**src/rtl/csr_trap_pkg.sv**
```systemverilog
// Shared definitions for the machine-mode CSR file and trap controller.
// Contents:
//   - CSR address constants
//   - trap cause codes
//   - mstatus/mie/mip bit positions
//   - csr_op encoding (funct3[1:0])
//   - csr_apply(): the read-modify-write helper
package csr_trap_pkg;

   localparam logic [11:0] CsrMstatus   = 12'h300;
   localparam logic [11:0] CsrMie       = 12'h304;
   localparam logic [11:0] CsrMtvec     = 12'h305;
   localparam logic [11:0] CsrMscratch  = 12'h340;
   localparam logic [11:0] CsrMepc      = 12'h341;
   localparam logic [11:0] CsrMcause    = 12'h342;
   localparam logic [11:0] CsrMtval     = 12'h343;
   localparam logic [11:0] CsrMip       = 12'h344;
   localparam logic [11:0] CsrMcycle    = 12'hB00;
   localparam logic [11:0] CsrMinstret  = 12'hB02;
   localparam logic [11:0] CsrMcycleh   = 12'hB80;
   localparam logic [11:0] CsrMinstreth = 12'hB82;
   localparam logic [11:0] CsrMvendorid = 12'hF11;
   localparam logic [11:0] CsrMarchid   = 12'hF12;
   localparam logic [11:0] CsrMhartid   = 12'hF14;

   localparam logic [31:0] CauseIllegal  = 32'd2;
   localparam logic [31:0] CauseBreak    = 32'd3;
   localparam logic [31:0] CauseEcallM   = 32'd11;
   localparam logic [31:0] CauseIrqTimer = 32'h8000_0007;
   localparam logic [31:0] CauseIrqExt   = 32'h8000_000B;

   localparam int unsigned MstatusMie   = 3;
   localparam int unsigned MstatusMpie  = 7;
   localparam int unsigned MstatusMppLo = 11;
   localparam int unsigned MstatusMppHi = 12;
   localparam int unsigned IrqTimerBit  = 7;   // MTIE / MTIP
   localparam int unsigned IrqExtBit    = 11;  // MEIE / MEIP

   typedef enum logic [1:0] {
      CsrOpNone  = 2'b00,
      CsrOpWrite = 2'b01,
      CsrOpSet   = 2'b10,
      CsrOpClear = 2'b11
   } csr_op_e;

   function automatic logic [31:0] csr_apply(input csr_op_e op, input logic [31:0] old_val,
                                             input logic [31:0] src);
      case (op)
         CsrOpWrite: return src;
         CsrOpSet:   return old_val | src;
         CsrOpClear: return old_val & ~src;
         default:    return old_val;
      endcase
   endfunction

endpackage

```
**src/rtl/csr_counter.sv**
```systemverilog
// Wide event counter exposed as two 32-bit CSR halves (low and high).
// Parameters:
//   Width     - counter width, 33..64
// Ports:
//   clk, rst  - clock, asynchronous active-high reset
//   inc_i     - count one event this cycle
//   wr_lo_i   - CSR write to bits [31:0]
//   wr_hi_i   - CSR write to bits [Width-1:32]
//   wdata_i   - CSR write data
//   cnt_o     - current count
// A write to either half takes precedence over, and suppresses, the increment.
module csr_counter #(
   parameter int unsigned Width = 64
) (
   input  logic             clk,
   input  logic             rst,
   input  logic             inc_i,
   input  logic             wr_lo_i,
   input  logic             wr_hi_i,
   input  logic [31:0]      wdata_i,
   output logic [Width-1:0] cnt_o
);

   logic [Width-1:0] cnt_q, cnt_d;

   always_comb begin
      cnt_d = cnt_q;
      if (wr_lo_i || wr_hi_i) begin
         if (wr_lo_i) cnt_d[31:0] = wdata_i;
         if (wr_hi_i) cnt_d[Width-1:32] = (Width-32)'(wdata_i);
      end else if (inc_i) begin
         cnt_d = cnt_q + Width'(1);
      end
   end

   always_ff @(posedge clk or posedge rst) begin
      if (rst) cnt_q <= '0;
      else     cnt_q <= cnt_d;
   end

   assign cnt_o = cnt_q;

endmodule

```
**src/rtl/csr_trap_unit.sv**
```systemverilog
// Machine-mode CSR file and trap controller beside the single-cycle datapath.
// Functions:
//   - Zicsr reads and writes
//   - ecall/ebreak/illegal-CSR exceptions
//   - timer/external interrupts
//   - mret, with mstatus MIE/MPIE stacking on trap entry and return
// Ports:
//   clk, rst            - clock, asynchronous active-high reset
//   retire_i, pc_i      - current instruction commits / its PC
//   csr_en_i            - current instruction is a CSR op
//   csr_op_i            - funct3[1:0]
//   csr_addr_i          - CSR number
//   csr_src_i           - rs1 value or zero-extended uimm
//   csr_src_zero_i      - rs1 index or uimm field is 0
//   ecall_i, ebreak_i, mret_i
//   irq_timer_i         - asynchronous machine interrupt request (timer)
//   irq_ext_i           - asynchronous machine interrupt request (external)
//   csr_rdata_o         - old CSR value (combinational from csr_addr_i)
//   redirect_o          - PC must load redirect_pc_o
//   redirect_pc_o       - trap vector or mepc
//   trap_taken_o        - trap entry this cycle
// Build option:
//   CSR_TRAP_VECTORED_EN - mtvec[0] writable; mode 01 vectors interrupts
//                          to base + 4*cause
module csr_trap_unit
   import csr_trap_pkg::*;
#(
   parameter int unsigned XLEN        = 32,
   parameter int unsigned CNT_W       = 64,
   parameter logic [31:0] MVENDORID   = 32'h7973_7978,
   parameter logic [31:0] MARCHID     = 32'h018C_E196,
   parameter logic [31:0] HART_ID     = 32'h0,
   parameter logic [31:0] RESET_MTVEC = 32'h0
) (
   input  logic            clk,
   input  logic            rst,
   input  logic            retire_i,
   input  logic [XLEN-1:0] pc_i,
   input  logic            csr_en_i,
   input  logic [1:0]      csr_op_i,
   input  logic [11:0]     csr_addr_i,
   input  logic [XLEN-1:0] csr_src_i,
   input  logic            csr_src_zero_i,
   input  logic            ecall_i,
   input  logic            ebreak_i,
   input  logic            mret_i,
   input  logic            irq_timer_i,
   input  logic            irq_ext_i,
   output logic [XLEN-1:0] csr_rdata_o,
   output logic            redirect_o,
   output logic [XLEN-1:0] redirect_pc_o,
   output logic            trap_taken_o
);

`ifdef CSR_TRAP_VECTORED_EN
   localparam logic [31:0] MtvecWrMask = 32'hFFFF_FFFD;
`else
   localparam logic [31:0] MtvecWrMask = 32'hFFFF_FFFC;
`endif

   logic [1:0]  irq_t_sync_q, irq_e_sync_q;
   logic        mstatus_mie_q, mstatus_mie_d, mstatus_mpie_q, mstatus_mpie_d;
   logic        mie_mtie_q, mie_mtie_d, mie_meie_q, mie_meie_d;
   logic [31:0] mtvec_q, mtvec_d, mscratch_q, mscratch_d, mepc_q, mepc_d;
   logic [31:0] mcause_q, mcause_d, mtval_q, mtval_d;
   logic [CNT_W-1:0] mcycle, minstret;
   logic [63:0] mcycle_ext, minstret_ext;

   csr_op_e     op;
   logic        mip_mtip, mip_meip;
   logic [31:0] rdata, wdata, mepc_rd, trap_cause;
   logic        csr_known, csr_ro, csr_real_wr, csr_illegal, irq_pending, trap, csr_we, mret_take;

   assign op           = csr_op_e'(csr_op_i);
   assign mip_mtip     = irq_t_sync_q[1];
   assign mip_meip     = irq_e_sync_q[1];
   assign mepc_rd      = mepc_q & 32'hFFFF_FFFC;
   assign mcycle_ext   = 64'(mcycle);
   assign minstret_ext = 64'(minstret);

   // Read mux and address classification.
   always_comb begin
      rdata     = '0;
      csr_known = 1'b1;
      csr_ro    = 1'b0;
      case (csr_addr_i)
         CsrMstatus: begin
            rdata[MstatusMie]                = mstatus_mie_q;
            rdata[MstatusMpie]               = mstatus_mpie_q;
            rdata[MstatusMppHi:MstatusMppLo] = 2'b11;
         end
         CsrMie: begin
            rdata[IrqTimerBit] = mie_mtie_q;
            rdata[IrqExtBit]   = mie_meie_q;
         end
         CsrMtvec:     rdata = mtvec_q;
         CsrMscratch:  rdata = mscratch_q;
         CsrMepc:      rdata = mepc_rd;
         CsrMcause:    rdata = mcause_q;
         CsrMtval:     rdata = mtval_q;
         CsrMip: begin
            csr_ro             = 1'b1;
            rdata[IrqTimerBit] = mip_mtip;
            rdata[IrqExtBit]   = mip_meip;
         end
         CsrMcycle:    rdata = mcycle_ext[31:0];
         CsrMcycleh:   rdata = mcycle_ext[63:32];
         CsrMinstret:  rdata = minstret_ext[31:0];
         CsrMinstreth: rdata = minstret_ext[63:32];
         CsrMvendorid: begin csr_ro = 1'b1; rdata = MVENDORID; end
         CsrMarchid:   begin csr_ro = 1'b1; rdata = MARCHID;   end
         CsrMhartid:   begin csr_ro = 1'b1; rdata = HART_ID;   end
         default:      csr_known = 1'b0;
      endcase
   end

   assign csr_rdata_o = rdata;
   assign wdata       = csr_apply(op, rdata, csr_src_i);

   // csrrs/csrrc with x0/uimm=0 is a pure read, legal even on read-only CSRs.
   assign csr_real_wr = csr_en_i && ((op == CsrOpWrite) ||
                                     ((op inside {CsrOpSet, CsrOpClear}) && !csr_src_zero_i));
   assign csr_illegal = csr_en_i && (!csr_known || (csr_ro && csr_real_wr));
   assign irq_pending = mstatus_mie_q && ((mie_mtie_q && mip_mtip) || (mie_meie_q && mip_meip));

   always_comb begin
      trap       = 1'b1;
      trap_cause = '0;
      if (irq_pending)     trap_cause = (mie_meie_q && mip_meip) ? CauseIrqExt : CauseIrqTimer;
      else if (csr_illegal) trap_cause = CauseIllegal;
      else if (ebreak_i)    trap_cause = CauseBreak;
      else if (ecall_i)     trap_cause = CauseEcallM;
      else                  trap = 1'b0;
   end

   assign trap_taken_o = retire_i && trap;
   assign mret_take    = retire_i && mret_i && !trap;
   assign csr_we       = retire_i && csr_real_wr && !trap;
   assign redirect_o   = trap_taken_o || mret_take;

   always_comb begin
      redirect_pc_o = mtvec_q & 32'hFFFF_FFFC;
`ifdef CSR_TRAP_VECTORED_EN
      if (irq_pending && (mtvec_q[1:0] == 2'b01)) begin
         redirect_pc_o = (mtvec_q & 32'hFFFF_FFFC) + {26'd0, trap_cause[3:0], 2'b00};
      end
`endif
      if (mret_take) redirect_pc_o = mepc_rd;
   end

   always_comb begin
      mstatus_mie_d  = mstatus_mie_q;
      mstatus_mpie_d = mstatus_mpie_q;
      mie_mtie_d     = mie_mtie_q;
      mie_meie_d     = mie_meie_q;
      mtvec_d        = mtvec_q;
      mscratch_d     = mscratch_q;
      mepc_d         = mepc_q;
      mcause_d       = mcause_q;
      mtval_d        = mtval_q;
      if (trap_taken_o) begin
         mepc_d         = pc_i;
         mcause_d       = trap_cause;
         mtval_d        = '0;
         mstatus_mpie_d = mstatus_mie_q;
         mstatus_mie_d  = 1'b0;
      end else if (mret_take) begin
         mstatus_mie_d  = mstatus_mpie_q;
         mstatus_mpie_d = 1'b1;
      end else if (csr_we) begin
         case (csr_addr_i)
            CsrMstatus: begin
               mstatus_mie_d  = wdata[MstatusMie];
               mstatus_mpie_d = wdata[MstatusMpie];
            end
            CsrMie: begin
               mie_mtie_d = wdata[IrqTimerBit];
               mie_meie_d = wdata[IrqExtBit];
            end
            CsrMtvec:    mtvec_d    = wdata & MtvecWrMask;
            CsrMscratch: mscratch_d = wdata;
            CsrMepc:     mepc_d     = wdata;
            CsrMcause:   mcause_d   = wdata;
            CsrMtval:    mtval_d    = wdata;
            default: ;
         endcase
      end
   end

   always_ff @(posedge clk or posedge rst) begin
      if (rst) begin
         irq_t_sync_q   <= '0;
         irq_e_sync_q   <= '0;
         mstatus_mie_q  <= 1'b0;
         mstatus_mpie_q <= 1'b0;
         mie_mtie_q     <= 1'b0;
         mie_meie_q     <= 1'b0;
         mtvec_q        <= RESET_MTVEC;
         mscratch_q     <= '0;
         mepc_q         <= '0;
         mcause_q       <= '0;
         mtval_q        <= '0;
      end else begin
         irq_t_sync_q   <= {irq_t_sync_q[0], irq_timer_i};
         irq_e_sync_q   <= {irq_e_sync_q[0], irq_ext_i};
         mstatus_mie_q  <= mstatus_mie_d;
         mstatus_mpie_q <= mstatus_mpie_d;
         mie_mtie_q     <= mie_mtie_d;
         mie_meie_q     <= mie_meie_d;
         mtvec_q        <= mtvec_d;
         mscratch_q     <= mscratch_d;
         mepc_q         <= mepc_d;
         mcause_q       <= mcause_d;
         mtval_q        <= mtval_d;
      end
   end

   csr_counter #(.Width(CNT_W)) u_mcycle (
      .clk     (clk),
      .rst     (rst),
      .inc_i   (1'b1),
      .wr_lo_i (csr_we && (csr_addr_i == CsrMcycle)),
      .wr_hi_i (csr_we && (csr_addr_i == CsrMcycleh)),
      .wdata_i (wdata),
      .cnt_o   (mcycle)
   );

   csr_counter #(.Width(CNT_W)) u_minstret (
      .clk     (clk),
      .rst     (rst),
      .inc_i   (retire_i && !trap_taken_o),
      .wr_lo_i (csr_we && (csr_addr_i == CsrMinstret)),
      .wr_hi_i (csr_we && (csr_addr_i == CsrMinstreth)),
      .wdata_i (wdata),
      .cnt_o   (minstret)
   );

endmodule

```
**config.mk**
```make
export PLATFORM = sky130hd
export DESIGN_NAME = csr_trap_unit
export DESIGN_NICKNAME = d
export VERILOG_FILES = /design/src/rtl/csr_trap_pkg.sv /design/src/rtl/csr_counter.sv /design/src/rtl/csr_trap_unit.sv
export SDC_FILE = /design/constraint.sdc
export NUM_CORES = 1
export LEC_CHECK = 0
export CORE_MARGIN = 2
export CORE_UTILIZATION = 27
export CTS_CLUSTER_DIAMETER = 100
export DETAILED_ROUTE_END_ITERATION = 7
export PLACE_DENSITY = 0.47
export SYNTH_ARGS = -nofsm -noshare
export SYNTH_HDL_FRONTEND = slang
export SYNTH_SLANG_ARGS = --single-unit
```
**constraint.sdc**
```tcl
create_clock -name clk -period 14 [get_ports clk]
set_input_delay 1.4 -clock clk [delete_from_list [all_inputs] [get_ports clk]]
set_output_delay 1.4 -clock clk [all_outputs]
set_load 0.01 [all_outputs]
```
==> metrics <==
status completed; post-DP HPWL 66600 µm; CP Cell Sequence clkdlybuf4s50_1 -> nor3b_1 -> nand2_1 -> a21oi_1 -> or4_1 -> nand2_1 -> nor2_4 -> mux2_1 -> clkdlybuf4s50_1; CP max stage cell nor2_4; final core occ 0.326; max-slew violations 0; Async SR Flop Fraction 1.00; Worst path max stage delay ~0.95 ns; vias in the first global route 18344; Final period util 0.564; initial core utilization 0.273; largest family of logic cells by synthesized area compound AO/OA/AOI/OAI gates; CP max FO 30; total number of vias roughly 20000; Pleak 8.94 nW; max-cap violations 0; Post-Synth XOR/XNOR Area 0.0122; die extent in y between 200 and 300 µm; dpl cells ~3200; CP Class in -> out; total track usage 0.258; die footprint between 0.07 and 0.08 mm²; initial antenna violation count 3; mux contribution to synthesized area 0.0590; First-pass DRT Iterations 6; #FFs+latches synth between 200 and 300; prevailing post-synth register cell dfrtp_1; Port Buffers between 100 and 150; nets 2350; Fin Setup TNS 0 ns; Setup Fix Bufs, Post-CTS 0; Mean Syn Cell Area 8.51 µm²; RSZ-0062 raised after global routing no; adder-cell share of the synthesized area 0.00134; final wirelength 93800 µm; CP Buf/Inv Count 2; grt total ovfl 0; Cell Area, Placed 0.0211 mm²; maximum vdd drop 0.0651 mV; Fin Clk Skew 0.0197 ns; hold buffer count at cts 0; minimum clock period between 7 and 8 ns; I/O pin count between 150 and 200; Starting DRT DRC Count 2495; Slew headroom 0.0524; gpl congestion 0.984; largest net degree at the start of global routing 84; clock-pin slew on the worst setup and hold paths roughly 0.050 ns; sequential share of the synthesized area 0.390; Antenna Nets Post-Route 0; area fraction in compound gates after synthesis 0.273; Worst Path Required between 10 and 15 ns; area grow syn2layout 19.6%; global-route wire length before repair 135000 µm; Via density 6.03; Synth area leader dfrtp_1; Max Fclk between 0.1 and 0.15 GHz; Post-CTS Resized 0; PD cells about 97 mW/mm²; Clock Tree Buf Depth 3; top cell type's share of synthesized area 0.390; mapped cell area 0.0187 mm²; Root Driver clkbuf_16; Post-Syn Instances 2200; # rows 96; H-Tree Depth 2; Hold WC Path Type reg -> reg; fin area between 0.02 and 0.025 mm²; # clock sinks 292; Data arrival, critical path 6.49 ns; Power, Total 2.17 mW; width of the die between 200 and 300 µm; Post-Synth Simple-Gate Area 0.212; wire per inst 29.1 µm; TritonCTS Buffers 38; drc violations 0; Distinct cells, synth 101; worst-margin pin slew 1.41 ns; Finished Layout Cells 3222; CTS tree done; Core Region 0.0686 mm²; synth warn 0; element type at the critical path end output pin; CP Launch Type input port; Fin. Hold Viols 0; EDFF count, synth 0; latest clock arrival within the worst-skew pair about 0.58 ns; ranking of synthesized cells by area dfrtp_1 39%, a21oi_1 4.6%, nand2_1 4.3%; final setup fails 0; cell family with most CP delay simple AND/OR/NAND/NOR gates; layout cells sized above 1 0.0865
-- area by class of cell --
cell class / count / area, µm²
diodes: 1 / 2.50
clock buffers: 59 / 1120
clock inverters: 11 / 153
fillers: 7226 / 46200
inverters: 38 / 153
multi-input cells: 1680 / 10600
flip-flops and latches: 292 / 7310
well taps: 931 / 1160
repair buffers: 210 / 1930
-- placed cells by master, fill, tap and decap left out, types with 45 or more instances in the layout --
master and n:
a211oi_1 87, nand4_1 79, clkdlybuf4s50_1 145, a21oi_1 169, nor2_1 172, buf_4 61
a21o_1 47, dfrtp_1 292, o21ai_0 157, nand2_1 213, mux2i_1 45, nand3_1 89
-- metal layers --
| layer | share of wire | global-route usage |
|---|---|---|
| met2 | 0.44 | 0.393 |
| met5 | 0 | 0 |
| met4 | 0.034 | 0.0899 |
| met3 | 0.091 | 0.0496 |
| met1 | 0.44 | 0.363 |
-- registers in the layout, indices dropped and copies added (netlist names), 2 cells and up --
signal and count:
mtval_q 32, mtvec_q 30, mscratch_q 32, u_minstret.cnt_o 64, mcause_q 32, mepc_q 30
irq_t_sync_q 2, irq_e_sync_q 2, u_mcycle.cnt_o 64
-- power by group --
part	switching (mW)	internal [mW]
registers	0.0370	0.870
logic	0.164	0.0831
clock network	0.411	0.608
-- cell usage after synthesis, types with 6 or more instances --
master and n:
a211oi_1 87, a21o_1 47, a21oi_1 171, a221oi_1 10
a222oi_1 14, a22o_1 21, a22oi_1 33, a2bb2oi_1 10
a31oi_1 30, and2_1 27, and3_1 41, and4_1 18
buf_1 9, buf_2 70, clkbuf_1 109, dfrtp_1 292
inv_1 37, mux2_1 30, mux2_2 22, mux2i_1 45
nand2_1 213, nand3_1 89, nand4_1 79, nor2_1 174
nor3_1 45, nor3b_1 10, nor4_1 23, o211ai_1 17
o21ai_0 157, o21ai_1 15, o221ai_1 6, o22a_1 20
o22ai_1 24, o2bb2ai_1 25, o32a_1 6, or2_2 6
or3_1 15, or4_1 6, xnor2_1 9, xor2_1 17
-- stage by stage --
stage | worst slack [ns] | hold WS, ns
after CTS | 6.20 | 0.355
after detailed placement | 6.21 | 0.342
final | 6.11 | 0.351
after floorplan | 4.54 | 0.331
after global placement | 6.23 | 0.336
after global routing | 5.90 | 0.369
-- path summary, 6_finish.rpt --
kind	depth (start not counted)	startpoint	endpoint	slack (ns)
min	0	irq_e_sync_q[0]$_DFF_PP0_	irq_e_sync_q[1]$_DFF_PP0_	0.35
min in group asynchronous	2	rst	mepc_q[20]$_DFFE_PP0P_	1.26
max reg2reg	7	mie_meie_q$_DFFE_PP0P_	u_minstret.cnt_o[60]$_DFFE_PP0P_	10.20
max in group asynchronous	4	rst	u_minstret.cnt_o[23]$_DFFE_PP0P_	10.29
max	9	csr_addr_i[3]	redirect_pc_o[30]	6.11
min reg2reg	0	irq_e_sync_q[0]$_DFF_PP0_	irq_e_sync_q[1]$_DFF_PP0_	0.35
-- cell families after synthesis --
logic type               Yosys count
XOR/XNOR                          26
buffers and inverters            229
adder cells (fa/ha/maj)            2
AO/OA/AOI/OAI                    764
AND/OR/NAND/NOR                  786
flip-flops                       292
other                              1
multiplexers                     100
(Power assumes the default switching activity.)
==> variant, RTL diff (same settings) <==
Take the reset off `mtval_q` and load it in a clocked block of its own.
--- a/src/rtl/csr_trap_unit.sv
+++ b/src/rtl/csr_trap_unit.sv
@@ -199,7 +199,6 @@
          mscratch_q     <= '0;
          mepc_q         <= '0;
          mcause_q       <= '0;
-         mtval_q        <= '0;
       end else begin
          irq_t_sync_q   <= {irq_t_sync_q[0], irq_timer_i};
          irq_e_sync_q   <= {irq_e_sync_q[0], irq_ext_i};
@@ -211,8 +210,11 @@
          mscratch_q     <= mscratch_d;
          mepc_q         <= mepc_d;
          mcause_q       <= mcause_d;
-         mtval_q        <= mtval_d;
       end
+   end
+
+   always_ff @(posedge clk) begin
+      mtval_q <= mtval_d;
    end
 
    csr_counter #(.Width(CNT_W)) u_mcycle (
Behaviour: not the same (Yosys sat finds a counterexample within 4 cycles, from zero or initial values and one cycle with rst high).
==> variant against the original RTL <==
Die area is 2.4% higher. Power increased by 2.1%. Synthesized area is 2.5% higher. Largest power group unchanged. Worst setup slack improved by 280 ps. Wire length grew 5.8%. Final area grew 1.5%. Final cell count is 2.6% higher. Sequential cell count is the same. Via count rose by 3.7%. Sequential share of layout area down 1.2 points.
==> variant: results (changes against the original RTL) <==
routed length on met1=43240 um (+5.8%); Seq/Total Area, Yosys=37.28% (-1.8 points); slew margin rel.=14.01% (+8.8 points); run status=finished, final reports clean; Async SR Flop Fraction=89.04% (-11 points); Critical Path Sink=redirect_pc_o[15]; largest net degree at the start of global routing=140 (+67%); routability cong.=0.9911 (+0.75%); Arr. time, crit path=6210 ps (-280 ps); initial antenna violation count=5 (+2); hold_sp=irq_t_sync_q[0]$_DFF_PP0_; layout cells sized above 1=10.57% (+1.9 points); Cell Count, Final, Fillers Out=3307 (+2.6%); routed wl met2=42010 um (+2.1%); NonClk Buf Share=8.444% (-0.17 points); DP Worst Slack=6472 ps (+264.6 ps); drt pass-1 iters=7 (+1); dpl hpwl=71010 um (+6.7%); reg2reg start=irq_e_sync_q[1]$_DFF_PP0_; P_int=1.548 mW (-0.81%); nonclk inv count=33 (-13%); Multi-input gate area=0.01111 mm2 (+5.3%); setup slack, reg-to-reg=9840 ps (-360 ps); multi-input gate count=1766 (+5.1%); DR vias=20154 (+3.7%); vias in the first global route=18845 (+2.7%); nets@finish=2427 (+3.3%); synthesized cell area=0.01917 mm2 (+2.5%); FF+latch area=0.007147 mm2 (-2.2%); worst setup path start=csr_addr_i[2]; Reg2Reg Depth=8 (+1); met3 WL=9702 um (+14%); DP Cell Count=3237 (+2.7%); Max Freq=131.3 MHz (+3.6%); clock buffers=58 (-1.7%); Leak Pwr=8.760 nW (-2.0%); first-pass GRT wire length=141000 um (+4.4%); Syn Area/Cell=8.405 um2 (-1.2%); Worst Hold End=irq_t_sync_q[1]$_DFF_PP0_; peak supply drop=69.75 uV (+7.1%); max layer used=met5; 1st-iter DRT viols=2614 (+4.8%); Syn-to-layout area delta=18.56%; synth top area cells=dfrtp_1 34%, nand2_1 5.2%, o21ai_0 5.2%; Unique masters post-synth=107 (+5.9%); DRT Wirelength=99260 um (+5.8%); Tot GR Track Use=26.29% (+0.47 points); Area after DPL=0.02149 mm2 (+1.8%); Buffers excl. clock=206 (-1.9%); Fin Hold WS=345.7 ps (-5.059 ps)
variant: cell types whose count changed in the layout (fill, tap and decap cells not counted), sizes merged, moves of 27 or more:
cell    delta
a211oi    -46
o21ai     +44
nand2     +55
dfrtp     -32
dfxtp     +32
nor2      -27
variant: cell families after synthesis:
logic type                 after synthesis  share of synthesized area, %
other                                    1                       0.01956
xor gates and xnor gates                28                         1.279
AOI/OAI and AO/OA                      775                         26.62
adders and majority gates                2                        0.1305
muxes                                  120                         6.702
and+or+nand+nor                        839                         22.70
DFF                                    292                         37.28
buffers and inverters                  224                         5.267
variant: power groups by stage:
stage | clock, mW | combinational (mW) | sequential [mW]
floorplan | 0 | 0.155 | 0.919
detailed placement | 0 | 0.272 | 0.953
global route | 1.04 | 0.290 | 0.945
finish | 0.999 | 0.277 | 0.943
CTS | 1.01 | 0.273 | 0.937
global placement | 0 | 0.270 | 0.952
variant: layer usage:
metal	up-vias	global-route usage, %
li1	8754	-
met1	10085	37.21
met2	1122	38.45
met3	189	5.884
met4	4	10.69
met5	-	0
